$ cat src/rtl/btn_event.sv
// ---------------------------------------------------------------------------
// btn_event -- button debouncer and event generator.
//
// A raw (or stretched) button level is synchronized into the CLK domain and
// debounced. The debounced level is then turned into one-cycle event pulses:
// PRESS, RELEASE, LONG (button held LONG_CNT cycles) and, optionally, an
// auto-repeat REPEAT pulse every REPEAT_CNT cycles while the button stays
// long-held.
//
// Parameters
//   STABLE_CNT  cycles a new synchronized level must hold before acceptance
//   LONG_CNT    cycles from PRESS to LONG
//   REPEAT_CNT  cycles between REPEAT pulses
//
// Ports
//   CLK      in   single clock, all state on the rising edge
//   RESET    in   asynchronous, active-high reset
//   SIG_IN   in   button level, asynchronous to CLK, 1 = pressed
//   LEVEL    out  debounced button level
//   PRESS    out  one-cycle pulse on accepted 0->1
//   RELEASE  out  one-cycle pulse on accepted 1->0
//   LONG     out  one-cycle pulse once the button has been held LONG_CNT cycles
//   REPEAT   out  one-cycle auto-repeat pulse while long-held
//
// Configuration macro
//   BTN_EVENT_REPEAT_EN  defined: REPEAT pulses every REPEAT_CNT cycles in the
//                        long-held state. Undefined: REPEAT is held at 0 and
//                        REPEAT_CNT has no effect on the logic.
// ---------------------------------------------------------------------------
module btn_event #(
   parameter int STABLE_CNT = 4,
   parameter int LONG_CNT   = 1000,
   parameter int REPEAT_CNT = 250
) (
   input  logic CLK,
   input  logic RESET,
   input  logic SIG_IN,
   output logic LEVEL,
   output logic PRESS,
   output logic RELEASE,
   output logic LONG,
   output logic REPEAT
);

   // Reject out-of-range parameters at elaboration rather than building a
   // debouncer whose counters can never reach their terminal values.
   if (STABLE_CNT < 1 || STABLE_CNT > 65535) begin : g_bad_stable
      $error("btn_event: STABLE_CNT out of range 1..65535");
   end
   if (LONG_CNT < 2 || LONG_CNT > 65535) begin : g_bad_long
      $error("btn_event: LONG_CNT out of range 2..65535");
   end
   if (REPEAT_CNT < 2 || REPEAT_CNT > 65535) begin : g_bad_repeat
      $error("btn_event: REPEAT_CNT out of range 2..65535");
   end

   localparam logic [15:0] STABLE_LAST = 16'(STABLE_CNT - 1);
   localparam logic [15:0] LONG_LAST   = 16'(LONG_CNT - 1);
`ifdef BTN_EVENT_REPEAT_EN
   localparam logic [15:0] REPEAT_LAST = 16'(REPEAT_CNT - 1);
`endif

   typedef enum logic [1:0] {
      IDLE     = 2'd0,
      DOWN     = 2'd1,
      LONGHELD = 2'd2
   } state_t;

   logic        s1;
   logic        s2;
   logic [15:0] stable_cnt;
   logic        differs;
   logic        accept;
   logic        press_acc;
   logic        release_acc;

   state_t      state;
   state_t      state_next;
   logic [15:0] hold_cnt;
   logic [15:0] hold_next;
   logic        press_next;
   logic        release_next;
   logic        long_next;
   logic        repeat_next;

   // Two-flop synchronizer; s1 is the only flop that ever sees SIG_IN.
   always_ff @(posedge CLK or posedge RESET) begin
      if (RESET) begin
         s1 <= 1'b0;
         s2 <= 1'b0;
      end else begin
         s1 <= SIG_IN;
         s2 <= s1;
      end
   end

   // The synchronized level must disagree with LEVEL for STABLE_CNT
   // consecutive cycles before it is accepted. Any cycle where s2 agrees
   // with LEVEL again throws away the partial qualification.
   assign differs     = (s2 != LEVEL);
   assign accept      = differs && (stable_cnt == STABLE_LAST);
   assign press_acc   = accept && s2;
   assign release_acc = accept && !s2;

   // Debounced level and its stability counter.
   always_ff @(posedge CLK or posedge RESET) begin
      if (RESET) begin
         stable_cnt <= 16'd0;
         LEVEL      <= 1'b0;
      end else if (!differs) begin
         stable_cnt <= 16'd0;
      end else if (accept) begin
         stable_cnt <= 16'd0;
         LEVEL      <= s2;
      end else begin
         stable_cnt <= stable_cnt + 16'd1;
      end
   end

   // FSM state, hold counter and registered event pulses. The pulses are
   // registered on the same edge that updates LEVEL, so PRESS/RELEASE are
   // high exactly in the first cycle LEVEL shows its new value.
   always_ff @(posedge CLK or posedge RESET) begin
      if (RESET) begin
         state    <= IDLE;
         hold_cnt <= 16'd0;
         PRESS    <= 1'b0;
         RELEASE  <= 1'b0;
         LONG     <= 1'b0;
         REPEAT   <= 1'b0;
      end else begin
         state    <= state_next;
         hold_cnt <= hold_next;
         PRESS    <= press_next;
         RELEASE  <= release_next;
         LONG     <= long_next;
         REPEAT   <= repeat_next;
      end
   end

   // Next-state and next-pulse logic. An accepted release is checked before
   // the hold counter terminal count, so a release landing in the same cycle
   // as a due LONG or REPEAT suppresses that pulse. Only one branch can fire
   // per cycle, which keeps the four pulses mutually exclusive.
   always_comb begin
      state_next   = state;
      hold_next    = hold_cnt;
      press_next   = 1'b0;
      release_next = 1'b0;
      long_next    = 1'b0;
      repeat_next  = 1'b0;
      case (state)
         IDLE: begin
            hold_next = 16'd0;
            if (press_acc) begin
               state_next = DOWN;
               press_next = 1'b1;
            end
         end
         DOWN: begin
            if (release_acc) begin
               state_next   = IDLE;
               release_next = 1'b1;
               hold_next    = 16'd0;
            end else if (hold_cnt == LONG_LAST) begin
               state_next = LONGHELD;
               long_next  = 1'b1;
               hold_next  = 16'd0;
            end else begin
               hold_next = hold_cnt + 16'd1;
            end
         end
         LONGHELD: begin
            if (release_acc) begin
               state_next   = IDLE;
               release_next = 1'b1;
               hold_next    = 16'd0;
            end else begin
`ifdef BTN_EVENT_REPEAT_EN
               if (hold_cnt == REPEAT_LAST) begin
                  repeat_next = 1'b1;
                  hold_next   = 16'd0;
               end else begin
                  hold_next = hold_cnt + 16'd1;
               end
`else
               hold_next = 16'd0;
`endif
            end
         end
         default: begin
            state_next = IDLE;
            hold_next  = 16'd0;
         end
      endcase
   end

endmodule

$ cat config.mk
export PLATFORM = sky130hd
export DESIGN_NAME = btn_event
export DESIGN_NICKNAME = d
export VERILOG_FILES = /design/src/rtl/btn_event.sv
export SDC_FILE = /design/constraint.sdc
export NUM_CORES = 1
export LEC_CHECK = 0
export CAP_MARGIN = 40
export CELL_PAD_IN_SITES_DETAIL_PLACEMENT = 0
export CELL_PAD_IN_SITES_GLOBAL_PLACEMENT = 1
export CORE_ASPECT_RATIO = 0.7
export CORE_MARGIN = 1.5
export CORE_UTILIZATION = 47
export CTS_CLUSTER_DIAMETER = 60
export DETAILED_ROUTE_END_ITERATION = 10
export PLACE_DENSITY = 0.85
export SYNTH_ARGS = -nofsm -noshare
export SYNTH_HDL_FRONTEND = slang
export SYNTH_SLANG_ARGS = --single-unit
$ cat constraint.sdc
create_clock -name CLK -period 2.6 [get_ports CLK]
set_clock_uncertainty 0.15 [all_clocks]
set_input_delay 0.26 -clock CLK [delete_from_list [all_inputs] [get_ports CLK]]
set_output_delay 0.26 -clock CLK [all_outputs]
set_load 0.03 [all_outputs]
After elaboration in Yosys (flattened, before gate mapping)
Cells that the tools add are included.
{ "op_classes": {"n_reduce_logical": 8, "n_addsub": 2, "n_eq_ne": 8, "muxes": 17} }
{ "op_table": {"columns": ["cell", "count"], "rows": [
  ["2-to-1 mux 16 bit", 5],
  ["adder 16 x 1 -> 16 bit (second input constant)", 2],
  ["== test 16 x 10 -> 1 bit (second input constant)", 1],
  ["== test 16 x 2 -> 1 bit (second input constant)", 1],
  ["2-to-1 mux 2 bit", 4],
  ["2-to-1 mux 1 bit", 7],
  ["one-hot mux 2 bit (3 select lines)", 1],
  ["inequality test 2 bit (second input constant)", 2],
  ["logical AND 1 bit", 3],
  ["inequality test 3 bit (second input constant)", 1],
  ["AND reduction 3 bit", 1],
  ["== test 2 x 1 -> 1 bit (second input constant)", 1],
  ["== test 2 bit (second input constant)", 1],
  ["zero test 2 bit", 1],
  ["AND reduction 2 bit", 1],
  ["OR reduction 2 bit", 1],
  ["zero test 1 bit", 1],
  ["inequality test 1 bit", 1]
]} }
{ "word_totals": {"ff_bits": 40, "in_bits": 3, "wordCells": 44, "output_inout_bits": 5} }

Logic depth before layout (Yosys ltp)
{ "depth": {"depth_word": 5, "depth_mapped": 6, "mapped_depth_nobuf": 6} }

Worst setup path before layout
No wires, ideal clock.
{ "synth_path": {"path_type": "register -> register", "from": "register stable_cnt[0]", "to": "register state[0]", "required_time_ns": 2.322, "arrival_time_ns": 1.582, "path_stages_with_launch": 7, "setup_ns": 0.128, "setup_slack_ns": 0.740, "path_cell_list": "dfrtp_1 > ha_1 > nor4b_2 > nand4_2 > o211ai_4 > mux2i_1 > o21ai_0"} }
{ "synth_via": {"elab_chain_len": 5, "elab_cells_between_ends": 10, "cone_classes": "eq/ne: 4; mux: 2; reduce/logical: 4"} }
{ "synth_rtl": {"columns": ["item", "line", "source"], "rows": [
  ["start: declaration", "71", "logic [15:0] stable_cnt;"],
  ["start signal: assignment", "116", "stable_cnt <= stable_cnt + 16'd1;"],
  ["== test 16 x 2 -> 1 bit *", "101", "assign accept = differs && (stable_cnt == STABLE_LAST);"],
  ["logical AND 1 bit *", "101", null],
  ["logical AND 1 bit, on equally long branches", "103, 102", null],
  ["inequality test 3 bit (no line), or another cell as far along", null, null],
  ["AND reduction 3 bit (no line) or one-hot mux 2 bit (3 select lines) (tied branches)", null, null],
  ["end signal: assignment", "132", "state <= state_next;"],
  ["end: declaration", "77", "state_t state;"]
]} }
Every way passes the cells marked *; elsewhere a longest branch is shown, timed or not.
A chain may end at the register's enable or synchronous reset.

Final worst setup path
{ "layout_path": {"from": "register stable_cnt[0]", "to": "register stable_cnt[12]"} }
{ "layout_via": {"elab_chain_len": 4, "elab_cells_between_ends": 5, "cone_classes": "add/sub: 1; eq/ne: 1; mux: 2; reduce/logical: 1"} }
{ "layout_rtl": {"columns": ["item", "line", "source"], "rows": [
  ["parallel branches: the longest is 2 deep, another holds adder 16 x 1 -> 16 bit", null, null],
  ["2-to-1 mux 16 bit *", "112", "end else if (accept) begin"],
  ["2-to-1 mux 16 bit *", "110", "end else if (!differs) begin"]
]} }
Mark *: on every way between the ends.

==> results.toml <==
[outcome]
status = "completed"

[pwr]
ir_drop_uv = 458
p_leak_nw = 0.962
power.total_mw = 1.46
powerDensity_nw_per_um2 = 665

[floorplan]
fp.coreArea_sq_um = 3970
die_area_sq_um = 4610
die_x_microns = 80.5
row_count = 19
chipHeight_microns = 57.3
initial_core_util_pct = 49.8
io_pins = 8

[yosys]
netlist_instances = 194
ys_seq_area_share_pct = 50.6
synth_nets = 202
synth_area_leaders = "dfrtp_1 51%, nor2_1 6.8%, xnor2_1 6.2%"
synth.avg_cell_area_sq_um = 10.2
synth_edf_count = 0
yosys.area.top_type = "dfrtp_1"
synth_ff_type = "dfrtp_1"
yosysWarnings = 0
yosys_register_bits = 40
ys_types = 33
async_flop_share_pct = 100
netlist_area_sq_um = 1980
synth_top_area_share_pct = 50.6

[placement]
gp_congestion = 0.860
port_buffers = 6
dp_hpwl_mm = 2.52

[worst_hold_path]
worstHoldPathType = "reg2reg"

[cells_and_area]
n_antenna_cell = 0
fin_nets = 212
multiInputGateArea_sq_um = 915
drive_above_1_share_pct = 9.76
num-fill-cells = 323
area_growth_pct = 11.1
regArea_sq_um = 1000
post-route-util_pct = 55.3

[timing]
period_minus_slack_ns = 2.04
hold_viol_final = 0
rsz0062_at_grt = "no"
setup-tns-final_ns = 0
finalCritPeriodShare_pct = 78.4
setup_violations = 0
fmax_ghz = 0.490
slew_violations = 0

[routing]
vias = 1371
vias_per_cell = 5.33
avgRoutedWirePerCell_microns = 13.6
first_pass_iters = 4
detail_route.iter0.violations = 105
antenna_left = 0
wl_mm = 3.49
drc = 0

[worst_setup_path]
worstPathRequired_ns = 2.60
worst_setup_path_end_kind = "register"
path_class = "reg2reg"
critical_path_peak_fanout = 15
cp.arrival_ns = 2.04
start_kind = "register"

[cts]
cts_tree = "built"
cts.sinks = 40
cts_buffer_depth = 2
cts_resized = 0
hold_buffers = 0
htreeDepth = 2
clk_pin_slew_ns = 0.07
numCtsBuffers = 5
clock_latency_ns = 0.29
cts.root.buffer_cell = "clkbuf_8"
post_cts_buffers = 0

[run]
cap_violations = 0

[grt]
grt_pass1_vias = 1328
grt_overflow_total = 0
grt_first_pass_wirelength_mm = 6.19
grt_max_degree = 41
grt.total_usage_pct = 18.0
antenna_found_initial = 0
## layout make-up
class	count	area share (%)
Sequential cell	40	45.6
Multi-Input combinational cell	140	41.6
Timing Repair Buffer	8	3.42
Clock buffer	6	3.30
Tap cell	52	2.96
Clock inverter	2	1.59
Inverter	9	1.54
## cell usage after synthesis (2+ instances only)
| cell | number |
|---|---|
| dfrtp_1 | 40 |
| nor2_1 | 36 |
| xnor2_1 | 14 |
| xor2_1 | 13 |
| nand3_1 | 11 |
| and3_1 | 9 |
| inv_1 | 9 |
| nand4_1 | 9 |
| nand2_1 | 8 |
| nor3_1 | 8 |
| ha_1 | 5 |
| nor4_1 | 3 |
| nor4_2 | 3 |
| a21oi_1 | 2 |
| and4_1 | 2 |
| buf_4 | 2 |
| clkbuf_1 | 2 |
| nand2b_1 | 2 |
| o21ai_0 | 2 |
## flip-flops by register name (all words and copies together), names as in the netlist
name / flops
hold_cnt: 16
stable_cnt: 16
state: 2
LEVEL: 1
LONG: 1
PRESS: 1
RELEASE: 1
s1: 1
s2: 1
## path summary, 6_finish.rpt
path                                    startpoint                        to  slack [ns]  cells after the start
max in group asynchronous                    RESET   stable_cnt[5]$_DFF_PP0_        1.71                      3
max reg2reg                stable_cnt[0]$_DFF_PP0_  stable_cnt[12]$_DFF_PP0_        0.56                      5
min reg2reg                           s1$_DFF_PP0_              s2$_DFF_PP0_        0.21                      0
min                                   s1$_DFF_PP0_              s2$_DFF_PP0_        0.21                      0
min in group asynchronous                    RESET    hold_cnt[15]$_DFF_PP0_        0.24                      3
max                        stable_cnt[0]$_DFF_PP0_  stable_cnt[12]$_DFF_PP0_        0.56                      5
## power breakdown
part | total [mW] | internal, mW | leakage, nW | switching, mW
combinational | 0.267 | 0.0938 | 0.358 | 0.173
sequential | 0.702 | 0.664 | 0.549 | 0.0384
clock | 0.491 | 0.285 | 0.0552 | 0.206
total | 1.46 | 1.04 | 0.962 | 0.418
## metrics by stage
stage	hold slack, ns	instance area (sq um)	std cells	setup slack [ns]
final	0.207	2200	257	0.561
after floorplan	0.141	1980	194	0.740
after CTS	0.210	2200	257	0.565
after detailed placement	0.194	2090	249	0.549
after global placement	0.189	2090	249	0.672
after global routing	0.212	2200	257	0.402
## routing by layer
layer	vias to the layer above	routed length [microns]	GRT usage (%)
met2	20	1470	24.0
met4	0	62	7.39
li1	679	-	-
met5	-	0	0
met1	664	1860	27.8
met3	8	95	4.32
## cell usage in the layout (no fill, tap or decap), types with 2 or more instances in the layout
cell / count
a21oi_1: 2
and3_1: 9
and4_1: 2
buf_4: 2
clkbuf_8: 5
clkdlybuf4s50_1: 6
dfrtp_1: 40
ha_1: 5
inv_1: 9
nand2_1: 8
nand2b_1: 2
nand3_1: 11
nand4_1: 9
nor2_1: 36
nor3_1: 8
nor4_1: 3
nor4_2: 3
o21ai_0: 2
xnor2_1: 14
xor2_1: 13
## kinds of logic after synthesis
family                   after synthesis  synth area share [%]
XOR/XNOR                              27                  12.0
AND/OR/NAND/NOR                       99                  27.3
multiplexers                           2                  1.08
flip-flops                            40                  50.6
adder cells (fa/ha/maj)                5                  3.16
other                                  1                 0.190
buffers and inverters                 14                  3.10
AO/OA/AOI/OAI                          6                  2.53
## worst max-delay path: stages, from the launching register on
cell and delay, ns:
dfrtp_1 0.40, ha_1 0.24, nor4b_2 0.32, nand4_2 0.21
nand2_1 0.44, nor2_1 0.13
No activity file was read; power rests on OpenSTA's default activity.
